**config.mk**
```make
export PLATFORM = sky130hd
export DESIGN_NAME = multicycle_controller_flat
export DESIGN_NICKNAME = d
export VERILOG_FILES = /design/src/rtl/core_ctrl_pkg.sv /design/src/rtl/multicycle_controller_if.sv /design/src/rtl/branch_cond.sv /design/src/rtl/multicycle_controller.sv /design/src/flat_wrapper.sv
export SDC_FILE = /design/constraint.sdc
export NUM_CORES = 1
export LEC_CHECK = 0
export ABC_AREA = 1
export BUFFER_PORTS_ARGS = -buffer_cell sky130_fd_sc_hd__buf_2
export CAP_MARGIN = 20
export CORE_ASPECT_RATIO = 1.1
export CORE_MARGIN = 1.5
export CORE_UTILIZATION = 27
export DETAILED_ROUTE_END_ITERATION = 12
export SLEW_MARGIN = 20
export SYNTH_ARGS = -nofsm -noshare
export SYNTH_HDL_FRONTEND = slang
export SYNTH_HIERARCHICAL = 1
export SYNTH_SLANG_ARGS = --single-unit
```
**constraint.sdc**
```tcl
create_clock -name clk -period 1.8 [get_ports clk]
set_clock_uncertainty 0.05 [all_clocks]
set_input_delay 0.18 -clock clk [delete_from_list [all_inputs] [get_ports clk]]
set_output_delay 0.18 -clock clk [all_outputs]
set_load 0.01 [all_outputs]
```
**src/rtl/core_ctrl_pkg.sv**
```systemverilog
// Shared encodings for the multi-cycle RV32I control path.
package core_ctrl_pkg;

  localparam int unsigned STATE_W = 4;
  localparam int unsigned OP_W    = 7;

  typedef enum logic [STATE_W-1:0] {
    FETCH = 4'd0, DECODE, MEM_ADR, MEM_READ, MEM_WB, MEM_WRITE, EXEC_R,
    EXEC_I, ALU_WB, BRANCH, JAL, JALR, JALR_PC, LUI
  } state_t;

  typedef enum logic [1:0] {
    S_T = 2'b00, B_T = 2'b01, R_T = 2'b10, I_T = 2'b11
  } alu_op_t;

  localparam logic [OP_W-1:0] OP_LOAD   = 7'b0000011;
  localparam logic [OP_W-1:0] OP_STORE  = 7'b0100011;
  localparam logic [OP_W-1:0] OP_RTYPE  = 7'b0110011;
  localparam logic [OP_W-1:0] OP_ITYPE  = 7'b0010011;
  localparam logic [OP_W-1:0] OP_BRANCH = 7'b1100011;
  localparam logic [OP_W-1:0] OP_JAL    = 7'b1101111;
  localparam logic [OP_W-1:0] OP_JALR   = 7'b1100111;
  localparam logic [OP_W-1:0] OP_LUI    = 7'b0110111;

  localparam logic [1:0] SRCA_PC    = 2'b00;
  localparam logic [1:0] SRCA_OLDPC = 2'b01;
  localparam logic [1:0] SRCA_RS1   = 2'b10;

  localparam logic [1:0] SRCB_RS2  = 2'b00;
  localparam logic [1:0] SRCB_IMM  = 2'b01;
  localparam logic [1:0] SRCB_FOUR = 2'b10;

  localparam logic [1:0] RES_ALUOUT = 2'b00;
  localparam logic [1:0] RES_MDR    = 2'b01;
  localparam logic [1:0] RES_ALU    = 2'b10;
  localparam logic [1:0] RES_IMM    = 2'b11;

  localparam logic [2:0] IMM_I = 3'b000;
  localparam logic [2:0] IMM_S = 3'b001;
  localparam logic [2:0] IMM_B = 3'b010;
  localparam logic [2:0] IMM_J = 3'b011;
  localparam logic [2:0] IMM_U = 3'b100;

endpackage

```
**src/rtl/multicycle_controller_if.sv**
```systemverilog
// Control/status bundle between the controller and the datapath.
interface multicycle_controller_if #(parameter int unsigned CNT_W = 32);
  logic [6:0]       op;
  logic [2:0]       func3;
  logic             zero;
  logic             alu_neg;
  logic             mem_ready;
  logic             pc_write;
  logic             adr_src;
  logic             mem_write;
  logic             mem_req;
  logic             ir_write;
  logic             reg_write;
  logic [1:0]       result_src;
  logic [1:0]       alu_src_a;
  logic [1:0]       alu_src_b;
  logic [1:0]       alu_op;
  logic [2:0]       imm_src;
  logic             illegal_op;
  logic             retire;
  logic [CNT_W-1:0] retired_cnt;
  logic [3:0]       state_dbg;

  modport master (
    input  op, func3, zero, alu_neg, mem_ready,
    output pc_write, adr_src, mem_write, mem_req, ir_write, reg_write,
           result_src, alu_src_a, alu_src_b, alu_op, imm_src,
           illegal_op, retire, retired_cnt, state_dbg
  );

  modport slave (
    output op, func3, zero, alu_neg, mem_ready,
    input  pc_write, adr_src, mem_write, mem_req, ir_write, reg_write,
           result_src, alu_src_a, alu_src_b, alu_op, imm_src,
           illegal_op, retire, retired_cnt, state_dbg
  );
endinterface

```
**src/rtl/branch_cond.sv**
```systemverilog
// Branch outcome from func3 and the ALU subtract flags.
module branch_cond (
  input  logic [2:0] func3,
  input  logic       zero,
  input  logic       alu_neg,
  output logic       taken,
  output logic       illegal
);
  // beq/bne use zero, blt/bge use the sign of rs1-rs2
  always_comb begin
    taken   = 1'b0;
    illegal = 1'b0;
    case (func3)
      3'b000:  taken = zero;
      3'b001:  taken = ~zero;
      3'b100:  taken = alu_neg;
      3'b101:  taken = ~alu_neg;
      default: illegal = 1'b1;
    endcase
  end
endmodule

```
**src/rtl/multicycle_controller.sv**
```systemverilog
// Main sequencing FSM of the multi-cycle RV32I core.
module multicycle_controller
  import core_ctrl_pkg::*;
#(
  parameter int unsigned CNT_W = 32
) (
  input logic clk,
  input logic rst,
  multicycle_controller_if.master bus
);

  state_t           state_q, state_n;
  logic [CNT_W-1:0] cnt_q;

  logic       br_taken, br_illegal;
  logic       pc_write_c, adr_src_c, mem_write_c, mem_req_c, ir_write_c;
  logic       reg_write_c, illegal_c, retire_c;
  logic [1:0] result_src_c, src_a_c, src_b_c;
  alu_op_t    alu_op_c;
  logic [2:0] imm_src_c;

  branch_cond u_branch_cond (
    .func3   (bus.func3),
    .zero    (bus.zero),
    .alu_neg (bus.alu_neg),
    .taken   (br_taken),
    .illegal (br_illegal)
  );

  // State register; reset abandons any in-flight instruction
  always_ff @(posedge clk or posedge rst) begin
    if (rst) state_q <= FETCH;
    else     state_q <= state_n;
  end

  // Retired-instruction counter, wraps naturally
  always_ff @(posedge clk or posedge rst) begin
    if (rst)           cnt_q <= '0;
    else if (retire_c) cnt_q <= cnt_q + CNT_W'(1);
  end

  // Next state and per-state control outputs
  always_comb begin
    state_n      = state_q;
    pc_write_c   = 1'b0;
    adr_src_c    = 1'b0;
    mem_write_c  = 1'b0;
    mem_req_c    = 1'b0;
    ir_write_c   = 1'b0;
    reg_write_c  = 1'b0;
    illegal_c    = 1'b0;
    retire_c     = 1'b0;
    result_src_c = RES_ALUOUT;
    src_a_c      = SRCA_PC;
    src_b_c      = SRCB_RS2;
    alu_op_c     = S_T;
    imm_src_c    = IMM_I;
    case (state_q)
      FETCH: begin
        mem_req_c    = 1'b1;
        src_b_c      = SRCB_FOUR;
        result_src_c = RES_ALU;
        ir_write_c   = bus.mem_ready;
        pc_write_c   = bus.mem_ready;
        if (bus.mem_ready) state_n = DECODE;
      end
      DECODE: begin
        src_a_c   = SRCA_OLDPC;
        src_b_c   = SRCB_IMM;
        imm_src_c = (bus.op == OP_JAL) ? IMM_J : IMM_B;
        case (bus.op)
          OP_LOAD, OP_STORE: state_n = MEM_ADR;
          OP_RTYPE:          state_n = EXEC_R;
          OP_ITYPE:          state_n = EXEC_I;
          OP_BRANCH:         state_n = BRANCH;
          OP_JAL:            state_n = JAL;
          OP_JALR:           state_n = JALR;
          OP_LUI:            state_n = LUI;
          default: begin
            illegal_c = 1'b1;
            state_n   = FETCH;
          end
        endcase
      end
      MEM_ADR: begin
        src_a_c = SRCA_RS1;
        src_b_c = SRCB_IMM;
        if (bus.op == OP_STORE) begin
          imm_src_c = IMM_S;
          state_n   = MEM_WRITE;
        end else begin
          state_n   = MEM_READ;
        end
      end
      MEM_READ: begin
        mem_req_c = 1'b1;
        adr_src_c = 1'b1;
        if (bus.mem_ready) state_n = MEM_WB;
      end
      MEM_WB: begin
        result_src_c = RES_MDR;
        reg_write_c  = 1'b1;
        retire_c     = 1'b1;
        state_n      = FETCH;
      end
      MEM_WRITE: begin
        mem_req_c   = 1'b1;
        mem_write_c = 1'b1;
        adr_src_c   = 1'b1;
        if (bus.mem_ready) begin
          retire_c = 1'b1;
          state_n  = FETCH;
        end
      end
      EXEC_R: begin
        src_a_c  = SRCA_RS1;
        alu_op_c = R_T;
        state_n  = ALU_WB;
      end
      EXEC_I: begin
        src_a_c  = SRCA_RS1;
        src_b_c  = SRCB_IMM;
        alu_op_c = I_T;
        state_n  = ALU_WB;
      end
      ALU_WB: begin
        reg_write_c = 1'b1;
        retire_c    = 1'b1;
        state_n     = FETCH;
      end
      BRANCH: begin
        src_a_c  = SRCA_RS1;
        alu_op_c = B_T;
        if (br_illegal) begin
          illegal_c = 1'b1;
        end else begin
          pc_write_c = br_taken;
          retire_c   = 1'b1;
        end
        state_n = FETCH;
      end
      JAL: begin
        pc_write_c = 1'b1;
        src_a_c    = SRCA_OLDPC;
        src_b_c    = SRCB_FOUR;
        state_n    = ALU_WB;
      end
      JALR: begin
        src_a_c = SRCA_RS1;
        src_b_c = SRCB_IMM;
        state_n = JALR_PC;
      end
      JALR_PC: begin
        pc_write_c = 1'b1;
        src_a_c    = SRCA_OLDPC;
        src_b_c    = SRCB_FOUR;
        state_n    = ALU_WB;
      end
      LUI: begin
        imm_src_c    = IMM_U;
        result_src_c = RES_IMM;
        reg_write_c  = 1'b1;
        retire_c     = 1'b1;
        state_n      = FETCH;
      end
      default: state_n = FETCH;
    endcase
    // Reset must suppress every side effect immediately, not at the next edge
    if (rst) begin
      pc_write_c  = 1'b0;
      mem_write_c = 1'b0;
      mem_req_c   = 1'b0;
      ir_write_c  = 1'b0;
      reg_write_c = 1'b0;
      illegal_c   = 1'b0;
      retire_c    = 1'b0;
    end
  end

  assign bus.pc_write    = pc_write_c;
  assign bus.adr_src     = adr_src_c;
  assign bus.mem_write   = mem_write_c;
  assign bus.mem_req     = mem_req_c;
  assign bus.ir_write    = ir_write_c;
  assign bus.reg_write   = reg_write_c;
  assign bus.result_src  = result_src_c;
  assign bus.alu_src_a   = src_a_c;
  assign bus.alu_src_b   = src_b_c;
  assign bus.alu_op      = alu_op_c;
  assign bus.imm_src     = imm_src_c;
  assign bus.illegal_op  = illegal_c;
  assign bus.retire      = retire_c;
  assign bus.retired_cnt = cnt_q;
  assign bus.state_dbg   = state_q;

endmodule

```
**src/flat_wrapper.sv**
```systemverilog
// flat-port wrapper written by rule: the top's interface ports become plain ports
module multicycle_controller_flat import core_ctrl_pkg::*;
#(
  parameter int unsigned CNT_W = 32
)
  (clk, rst, bus_op, bus_func3, bus_zero, bus_alu_neg, bus_mem_ready, bus_pc_write, bus_adr_src, bus_mem_write, bus_mem_req, bus_ir_write, bus_reg_write, bus_result_src, bus_alu_src_a, bus_alu_src_b, bus_alu_op, bus_imm_src, bus_illegal_op, bus_retire, bus_retired_cnt, bus_state_dbg);
  multicycle_controller_if #(.CNT_W(CNT_W)) bus_i ();
  input logic clk;
  input logic rst;
  input wire logic [$bits(bus_i.op)-1:0] bus_op;
  input wire logic [$bits(bus_i.func3)-1:0] bus_func3;
  input wire logic [$bits(bus_i.zero)-1:0] bus_zero;
  input wire logic [$bits(bus_i.alu_neg)-1:0] bus_alu_neg;
  input wire logic [$bits(bus_i.mem_ready)-1:0] bus_mem_ready;
  output wire logic [$bits(bus_i.pc_write)-1:0] bus_pc_write;
  output wire logic [$bits(bus_i.adr_src)-1:0] bus_adr_src;
  output wire logic [$bits(bus_i.mem_write)-1:0] bus_mem_write;
  output wire logic [$bits(bus_i.mem_req)-1:0] bus_mem_req;
  output wire logic [$bits(bus_i.ir_write)-1:0] bus_ir_write;
  output wire logic [$bits(bus_i.reg_write)-1:0] bus_reg_write;
  output wire logic [$bits(bus_i.result_src)-1:0] bus_result_src;
  output wire logic [$bits(bus_i.alu_src_a)-1:0] bus_alu_src_a;
  output wire logic [$bits(bus_i.alu_src_b)-1:0] bus_alu_src_b;
  output wire logic [$bits(bus_i.alu_op)-1:0] bus_alu_op;
  output wire logic [$bits(bus_i.imm_src)-1:0] bus_imm_src;
  output wire logic [$bits(bus_i.illegal_op)-1:0] bus_illegal_op;
  output wire logic [$bits(bus_i.retire)-1:0] bus_retire;
  output wire logic [$bits(bus_i.retired_cnt)-1:0] bus_retired_cnt;
  output wire logic [$bits(bus_i.state_dbg)-1:0] bus_state_dbg;
  assign bus_i.op = bus_op;
  assign bus_i.func3 = bus_func3;
  assign bus_i.zero = bus_zero;
  assign bus_i.alu_neg = bus_alu_neg;
  assign bus_i.mem_ready = bus_mem_ready;
  assign bus_pc_write = bus_i.pc_write;
  assign bus_adr_src = bus_i.adr_src;
  assign bus_mem_write = bus_i.mem_write;
  assign bus_mem_req = bus_i.mem_req;
  assign bus_ir_write = bus_i.ir_write;
  assign bus_reg_write = bus_i.reg_write;
  assign bus_result_src = bus_i.result_src;
  assign bus_alu_src_a = bus_i.alu_src_a;
  assign bus_alu_src_b = bus_i.alu_src_b;
  assign bus_alu_op = bus_i.alu_op;
  assign bus_imm_src = bus_i.imm_src;
  assign bus_illegal_op = bus_i.illegal_op;
  assign bus_retire = bus_i.retire;
  assign bus_retired_cnt = bus_i.retired_cnt;
  assign bus_state_dbg = bus_i.state_dbg;
  multicycle_controller #(.CNT_W(CNT_W)) u_core (.clk(clk), .rst(rst), .bus(bus_i));
endmodule
```
-- Word-level counts from Yosys, hierarchy flattened
Cells that the tools add are included.
- bits in registers: 36
- bits of input ports: 15
- output and inout bits: 55
- logic and storage cells: 81
- $add $sub $neg: 1
- equal/unequal tests: 27
- mux-type cells: 34
- bitwise operators: 2
- reductions and logical operators: 15
- operators by type and width (cell ; count):
    one-hot mux 4 bit (7 select lines) ; 2
    adder 32 x 1 -> 32 bit (second input constant) ; 1
    equality test 4 bit (second input constant) ; 6
    equality test 7 x 6 -> 1 bit (second input constant) ; 3
    equality test 7 bit (second input constant) ; 3
    two-way mux 1 bit ; 19
    equality test 4 x 3 -> 1 bit (second input constant) ; 4
    two-way mux 4 bit ; 3
    one-hot mux 2 bit (3 select lines) ; 2
    OR reduction 3 bit ; 4
    OR reduction 4 bit ; 3
    one-hot mux 3 bit (3 select lines) ; 1
    equality test 4 x 2 -> 1 bit (second input constant) ; 2
    one-hot mux 2 bit (2 select lines) ; 2
    OR reduction 8 bit ; 1
    equality test 7 x 2 -> 1 bit (second input constant) ; 1
    equality test 7 x 5 -> 1 bit (second input constant) ; 1
    equality test 3 bit (second input constant) ; 2
    inequality test 2 bit (second input constant) ; 3
    one-hot mux 1 bit (3 select lines) ; 2
    OR reduction 2 bit ; 3
    OR reduction 5 bit ; 1
    equality test 4 x 1 -> 1 bit (second input constant) ; 1
    logical NOT 4 bit ; 1
    7 further kinds ; 8

-- Longest topological paths before layout
Gate-level depths: netlist of run 1.
- depth after elaboration: 5
- depth in mapped cells: 11
- depth with buffers taken out: 10

-- Hierarchy
Netlist of run 1, hierarchy kept.
- modules (own cells, without submodules) (module ; times used ; cells an instance ; area each (um2)):
    multicycle_controller ; 1 ; 455 ; 2782.7
    branch_cond ; 1 ; 10 ; 47.5

-- Worst setup path before layout of run 1
No wires, ideal clock.
- path kind: input to output
- from: input port rst
- to: output port bus_reg_write
- arrival time: 1688 ps
- path slack: -118 ps
- cell stages on the path: 5
- path buffers: 2
- cells stage by stage: inv_1 -> nand2_1 -> buf_6 -> buf_2 -> inv_1
- word-level cells in the longest chain between the ends: 1
- RTL lines (what ; RTL line ; source):
    start: declaration ; flat_wrapper.sv:9 ; input logic rst;
    two-way mux 1 bit ; multicycle_controller.sv:169 ; if (rst) begin
    end: declaration ; flat_wrapper.sv:20 ; output wire logic [$bits(bus_i.reg_write)-1:0] bus_reg_write;
Every way passes these cells.

-- Worst setup path in the final report of run 1
- from: register u_core.state_q[3], in the netlist u_core/bus.state_dbg[3]
- to: output port bus_pc_write
- word-level cells in the longest chain between the ends: 4
- elaborated cells between the ends (all ways): 7
- classes of those cells: 3 x eq/ne; 2 x mux; 2 x reduce/logical
- RTL lines (what ; RTL line ; source):
    start: declaration ; multicycle_controller.sv:12 ; state_t state_q, state_n;
    start signal: assignment ; multicycle_controller.sv:33 ; else state_q <= state_n;
    equality test 4 bit ; multicycle_controller.sv:58 ; case (state_q)
    OR reduction 2 bit (no source line) ; - ;
    one-hot mux 1 bit (3 select lines) * ; multicycle_controller.sv:58 ;
    two-way mux 1 bit * ; multicycle_controller.sv:169 ;
    end: declaration ; flat_wrapper.sv:15 ; output wire logic [$bits(bus_i.pc_write)-1:0] bus_pc_write;
Every way passes the cells marked *; elsewhere a longest branch is shown, timed or not.

==> impl_metrics.ini, run 1 <==
[cells_and_area]
final_nets = 565
syn_to_final_growth_pct = 33.6
antennaDiodeCount = 0
design_area_mm2 = 0.00378
seq_area_um2 = 905
layoutNonFillerInstCount = 693
layout-drive-gt1-share_pct = 23.3
final_cell_mix = nand2_1, buf_2, nor2_1
fin_util_pct = 36.7
multi_input_area_mm2 = 0.00177
mostFrequentLayoutCell = nand2_1
nFillCells = 1104

[yosys]
yosysTopAreaCellShare_pct = 31.8
ys_types = 25
synth_simple_gate_area_share_pct = 51.3
ys_seq_elements = 36
yosys-mux-area-fraction_pct = 0
synth-xor-area-share_pct = 4.64
yosys_warnings = 6
synth-compound-area-share_pct = 3.36
yosys.area.top_type = dfrtp_1
syn_area_mm2 = 0.00283
syn_area_per_cell_um2 = 6.09
synthCells = 465
synth_top_family_by_area = simple AND/OR/NAND/NOR gates
synth_area_leaders = dfrtp_1, nand2_1, nor2_1
syn_nets = 481
synth_adder_area_share_pct = 0.442
yosysSeqAreaShare_pct = 31.8

[grt]
grt_pass1_wl_mm = 13.6
grt_pass1_vias = 2877
overflow = 0
antenna_found_initial = 0
grt_max_degree = 37
grt.total_usage_pct = 15.3

[floorplan]
die_area_mm2 = 0.0111
initial_core_util_pct = 27.5
core_area_mm2 = 0.0103
io_pins = 70
dieHeight_um = 110
fp.dieW_um = 101
row_count = 39

[power]
p_total_mw = 3.95
p_per_area_mw_per_mm2 = 1040
comb_power_share_pct = 39.6
pwr-share-clk_pct = 32.5
p_leak_nw = 2.08
switchingPower_mw = 1.45
swShare_pct = 36.7
peakVddDrop_uv = 402
power_frac_seq_pct = 27.8
internal_power_mw = 2.50

[job]
drv_cap = 0

[hold_path]
holdCritPathClass = in2async

[sta]
fmax_ghz = 0.550
max_slew_margin_pct = 68.4
setup_tns_ns = -0.0216
worst_slack_ns = -0.0182
rsz0062_at_grt = yes
hold_viol = 0
slew_viol_final = 0
setup_violations = 3
fin_worst_hold_slack_ns = 0.0930
min_period_ns = 1.82
finalCritPeriodShare_pct = 101
tightest_slew_ns = 0.474

[clock_network]
clock_latency_ns = 0.28
clk_root_buffer_cell = clkbuf_16
cts.reportedPaths.clkPinSlew_ns = 0.06
clkSinkCount = 36
cts_tree = done
holdBufCountCts = 0
cts_made_buffers = 5
cts_max_level = 2
cts_max_path_buffers = 2

[outcome]
outcome = finished, violations left
violations = setup timing

[critical_path]
crit_arrival_ns = 1.59
crit_slowest_cell = dfrtp_2
path_max_fanout = 6
crit_required_ns = 1.57
path_class = reg2out
setup.worst_path.end_class = output pin
path_cells = nor2_4 -> buf_4 -> nand2_4 -> nor2_1 -> nor2_1 -> a21oi_1 -> buf_2
crit_top_cell = nor2_1
critPathLaunchType = flop
slowest_delay_ns = 0.49

[drt]
wl_mm = 8.48
final_antenna_net_count = 0
drt-vias-per-instance = 4.50
remaining_drc_errors = 0
drtIter0Drc = 180
firstDrtPassIters = 6
via_count = 3117
avgRoutedWirePerCell_um = 12.2

[placement]
placed_cell_area_mm2 = 0.00341
dp_hpwl_mm = 6.39
pre_cts_slack_ns = 0.0853
portBuffers = 69
dpl.cell_count = 680
gp_congestion = 0.947
==> cells in the mapped netlist <==
library cell    n
dfrtp_1        36
nor2_1         66
ha_1            1
nand2_4         1
buf_6           4
a31o_2          1
inv_2           2
nand4_1         4
xor2_1         14
nor2_2          1
nand3b_1       15
nor3_1          3
a21o_1          1
buf_2           4
nand3_2         2
inv_1          42
o21ai_2         1
a21oi_1         5
xnor2_1         1
nand2_1       204
nand2_2         5
nor2_4          2
clkbuf_1        2
o21ai_0         9
nand3_1        39
==> final timing paths <==
path	startpoint	end	slack (ns)	depth (start not counted)
min	rst	u_core/bus.retired_cnt[1]	0.09	3
max in group asynchronous	rst	u_core/bus.state_dbg[0]	1.26	3
max reg2reg	u_core/bus.state_dbg[2]	u_core/bus.retired_cnt[26]	0.13	10
max	u_core/bus.state_dbg[3]	bus_pc_write	-0.02	7
min in group clk	bus_op[5]	u_core/bus.state_dbg[1]	0.23	3
min reg2reg	u_core/bus.retired_cnt[30]	u_core/bus.retired_cnt[30]	0.53	2
==> kinds of logic after synthesis <==
family,count (synthesis)
AOI/OAI and AO/OA,17
xor gates and xnor gates,15
adders and majority gates,1
buffers and inverters,54
DFF,36
and+or+nand+nor,342
==> critical path: cells and delay by family (launching register included) <==
family	cells	cell delay (ns)
AND/OR/NAND/NOR	4	0.36
buffers and inverters	2	0.30
AO/OA/AOI/OAI	1	0.15
flip-flops	1	0.49
==> registers in the layout, indices dropped and copies added (netlist names) <==
signal and cells:
u_core/bus.retired_cnt 32, u_core/bus.state_dbg 4
==> layer usage <==
| metal | global-route usage (%) | routed length (um) | vias to the layer above |
|---|---|---|---|
| li1 | - | - | 1611 |
| met1 | 19.3 | 3710 | 1426 |
| met2 | 27.2 | 4270 | 72 |
| met3 | 2.65 | 389 | 8 |
| met4 | 3.52 | 104 | 0 |
| met5 | 0 | 0 | - |
==> power groups by stage <==
stage	clock [mW]	sequential (mW)	combinational [mW]
after floorplan	0	1.13	0.785
after global placement	0	1.08	1.37
after detailed placement	0	1.09	1.38
after CTS	1.31	1.09	1.49
after global routing	1.34	1.12	1.73
final	1.28	1.10	1.56
==> timing repair <==
| item | CTS | global route |
|---|---|---|
| gates cloned | 1 | 0 |
| gates resized for setup | 15 | 15 |
| buffers inserted | 4 | 0 |
| pin swaps | 1 | 4 |
| setup endpoints to repair | 5 | 18 |
| hold endpoints to repair | 0 | 0 |
==> cell type report <==
| class | instances | area share, % |
|---|---|---|
| clock buffers | 5 | 3.31 |
| clock inverters | 3 | 2.38 |
| inverters | 44 | 4.53 |
| multi-input cells | 375 | 46.7 |
| flip-flops and latches | 36 | 23.9 |
| well taps | 143 | 4.73 |
| repair buffers | 87 | 14.4 |
Note: power is estimated with default switching activity, not from simulation.
==> run 2: changes to the inputs <==
--- a/config.mk
+++ b/config.mk
@@ -10,10 +10,12 @@
 export CAP_MARGIN = 20
 export CORE_ASPECT_RATIO = 1.1
 export CORE_MARGIN = 1.5
-export CORE_UTILIZATION = 27
+export CORE_UTILIZATION = 49
 export DETAILED_ROUTE_END_ITERATION = 12
+export PLACE_DENSITY = 0.77
 export SLEW_MARGIN = 20
 export SYNTH_ARGS = -nofsm -noshare
 export SYNTH_HDL_FRONTEND = slang
 export SYNTH_HIERARCHICAL = 1
 export SYNTH_SLANG_ARGS = --single-unit
+export TNS_END_PERCENT = 30
==> impl_metrics.ini, run 2 (synthesized netlist as in run 1, its figures left out) <==
[critical_path]
crit_arrival_ns = 1.57
worstReg2RegStart = u_core/bus.retired_cnt[1]
slowest_delay_ns = 0.47
path_cells = nor2_4 -> nand2_2 -> o21ai_2 -> nand2_4 -> nand2_8 -> buf_2
path_delay_family = simple AND/OR/NAND/NOR gates
critPathLaunchType = flop
crit_buf_inv = 1
startpoint = u_core/bus.state_dbg[3]
r2r_slack_ns = 0.16
path_max_fanout = 9
crit_slowest_cell = dfrtp_2
path_class = reg2out
crit_required_ns = 1.57
setup.worst_path.end_class = output pin

[grt]
grt.total_usage_pct = 28.7
grt_max_degree = 28
antenna_found_initial = 0
overflow = 0
grt_pass1_wl_mm = 13.7
grt_pass1_vias = 3013

[clock_network]
clk_root_buffer_cell = clkbuf_8
clock_latency_ns = 0.29
cts_made_buffers = 5
cts_max_level = 2
cts_max_path_buffers = 2
cts_tree = done
cts.reportedPaths.clkPinSlew_ns = 0.07
clkSinkCount = 36

[cells_and_area]
mostFrequentLayoutCell = nand2_1
design_area_mm2 = 0.00358
layoutNonFillerInstCount = 629
largest_reg_flops = 32
layout-drive-gt1-share_pct = 22.9
fin_util_pct = 65.6
final_nets = 570
syn_to_final_growth_pct = 26.7
antennaDiodeCount = 0
final_cell_mix = nand2_1, buf_2, nor2_1

[sta]
rsz0062_at_grt = yes
tightest_slew_ns = 0.356
setup_tns_ns = -0.00484
min_period_ns = 1.80
max_slew_margin_pct = 76.2
slew_viol_final = 0
setup_violations = 1
finalCritPeriodShare_pct = 100
hold_viol = 0
fmax_ghz = 0.554
worst_slack_ns = -0.00484

[floorplan]
dieHeight_um = 82.7
core_area_mm2 = 0.00547
die_area_mm2 = 0.00624
row_count = 28
fp.dieW_um = 75.5
io_pins = 70
initial_core_util_pct = 51.8

[power]
peakVddDrop_uv = 725
p_per_area_mw_per_mm2 = 917
p_leak_nw = 2.04
p_total_mw = 3.29

[placement]
gp_congestion = 1.01
portBuffers = 69
dp_hpwl_mm = 6.12
placed_cell_area_mm2 = 0.00332
dpl.cell_count = 612

[drt]
wl_mm = 8.14
remaining_drc_errors = 0
final_antenna_net_count = 0
avgRoutedWirePerCell_um = 12.9
firstDrtPassIters = 4
via_count = 3206
drt-vias-per-instance = 5.10
drtIter0Drc = 224

[outcome]
outcome = finished, violations left
violations = setup timing

[job]
drv_cap = 0

[hold_path]
holdCritPathClass = in2async
run 2: where the power goes:
part	switching [mW]	internal [mW]	leakage, nW
Sequential	0.154	0.927	0.481
Combinational	0.933	0.637	1.51
Clock	0.297	0.341	0.0503
run 2: area by class of cell:
class                   instances  area, um^2
multi-input cells             375        1750
inverters                      44         171
repair buffers                 92         564
flip-flops and latches         36         905
well taps                      75        93.8
fillers                       516        1880
clock buffers                   7        96.3
run 2: worst min-delay path: cells and delay by family:
family	cells	cell delay (ns)
buffers and inverters	4	0.72
run 2: path summary, 6_finish.rpt:
check / end / cells after the start
worst max-delay path: bus_retire / 6
worst min-delay path: u_core/bus.retired_cnt[17] / 4
worst max register to register: u_core/bus.retired_cnt[16] / 8
worst min register to register: u_core/bus.retired_cnt[31] / 2
max in group asynchronous: u_core/bus.state_dbg[0] / 4
min in group clk: u_core/bus.state_dbg[1] / 3
run 2: stage by stage:
step	hold slack, ns	worst slack (ns)
after floorplan	0.108	0.101
final	0.210	-0.00484
after detailed placement	0.294	0.126
after global placement	0.285	0.152
after global routing	0.233	-0.0825
after CTS	0.219	-0.0106
run 2: what timing repair did:
action	in CTS	in global routing
gates resized for setup	15	11
hold buffers	1	0
endpoints found under the hold margin	26	0
buffers inserted	8	1
endpoints found under the setup margin	8	6
pin swaps	3	5
run 2: layer usage:
layer | up-vias | wire (um) | track usage [%]
li1 | 1625 | - | -
met4 | 0 | 109 | 10.4
met1 | 1468 | 3640 | 37.2
met2 | 99 | 3950 | 47.7
met3 | 14 | 448 | 4.49
met5 | - | 0 | 0
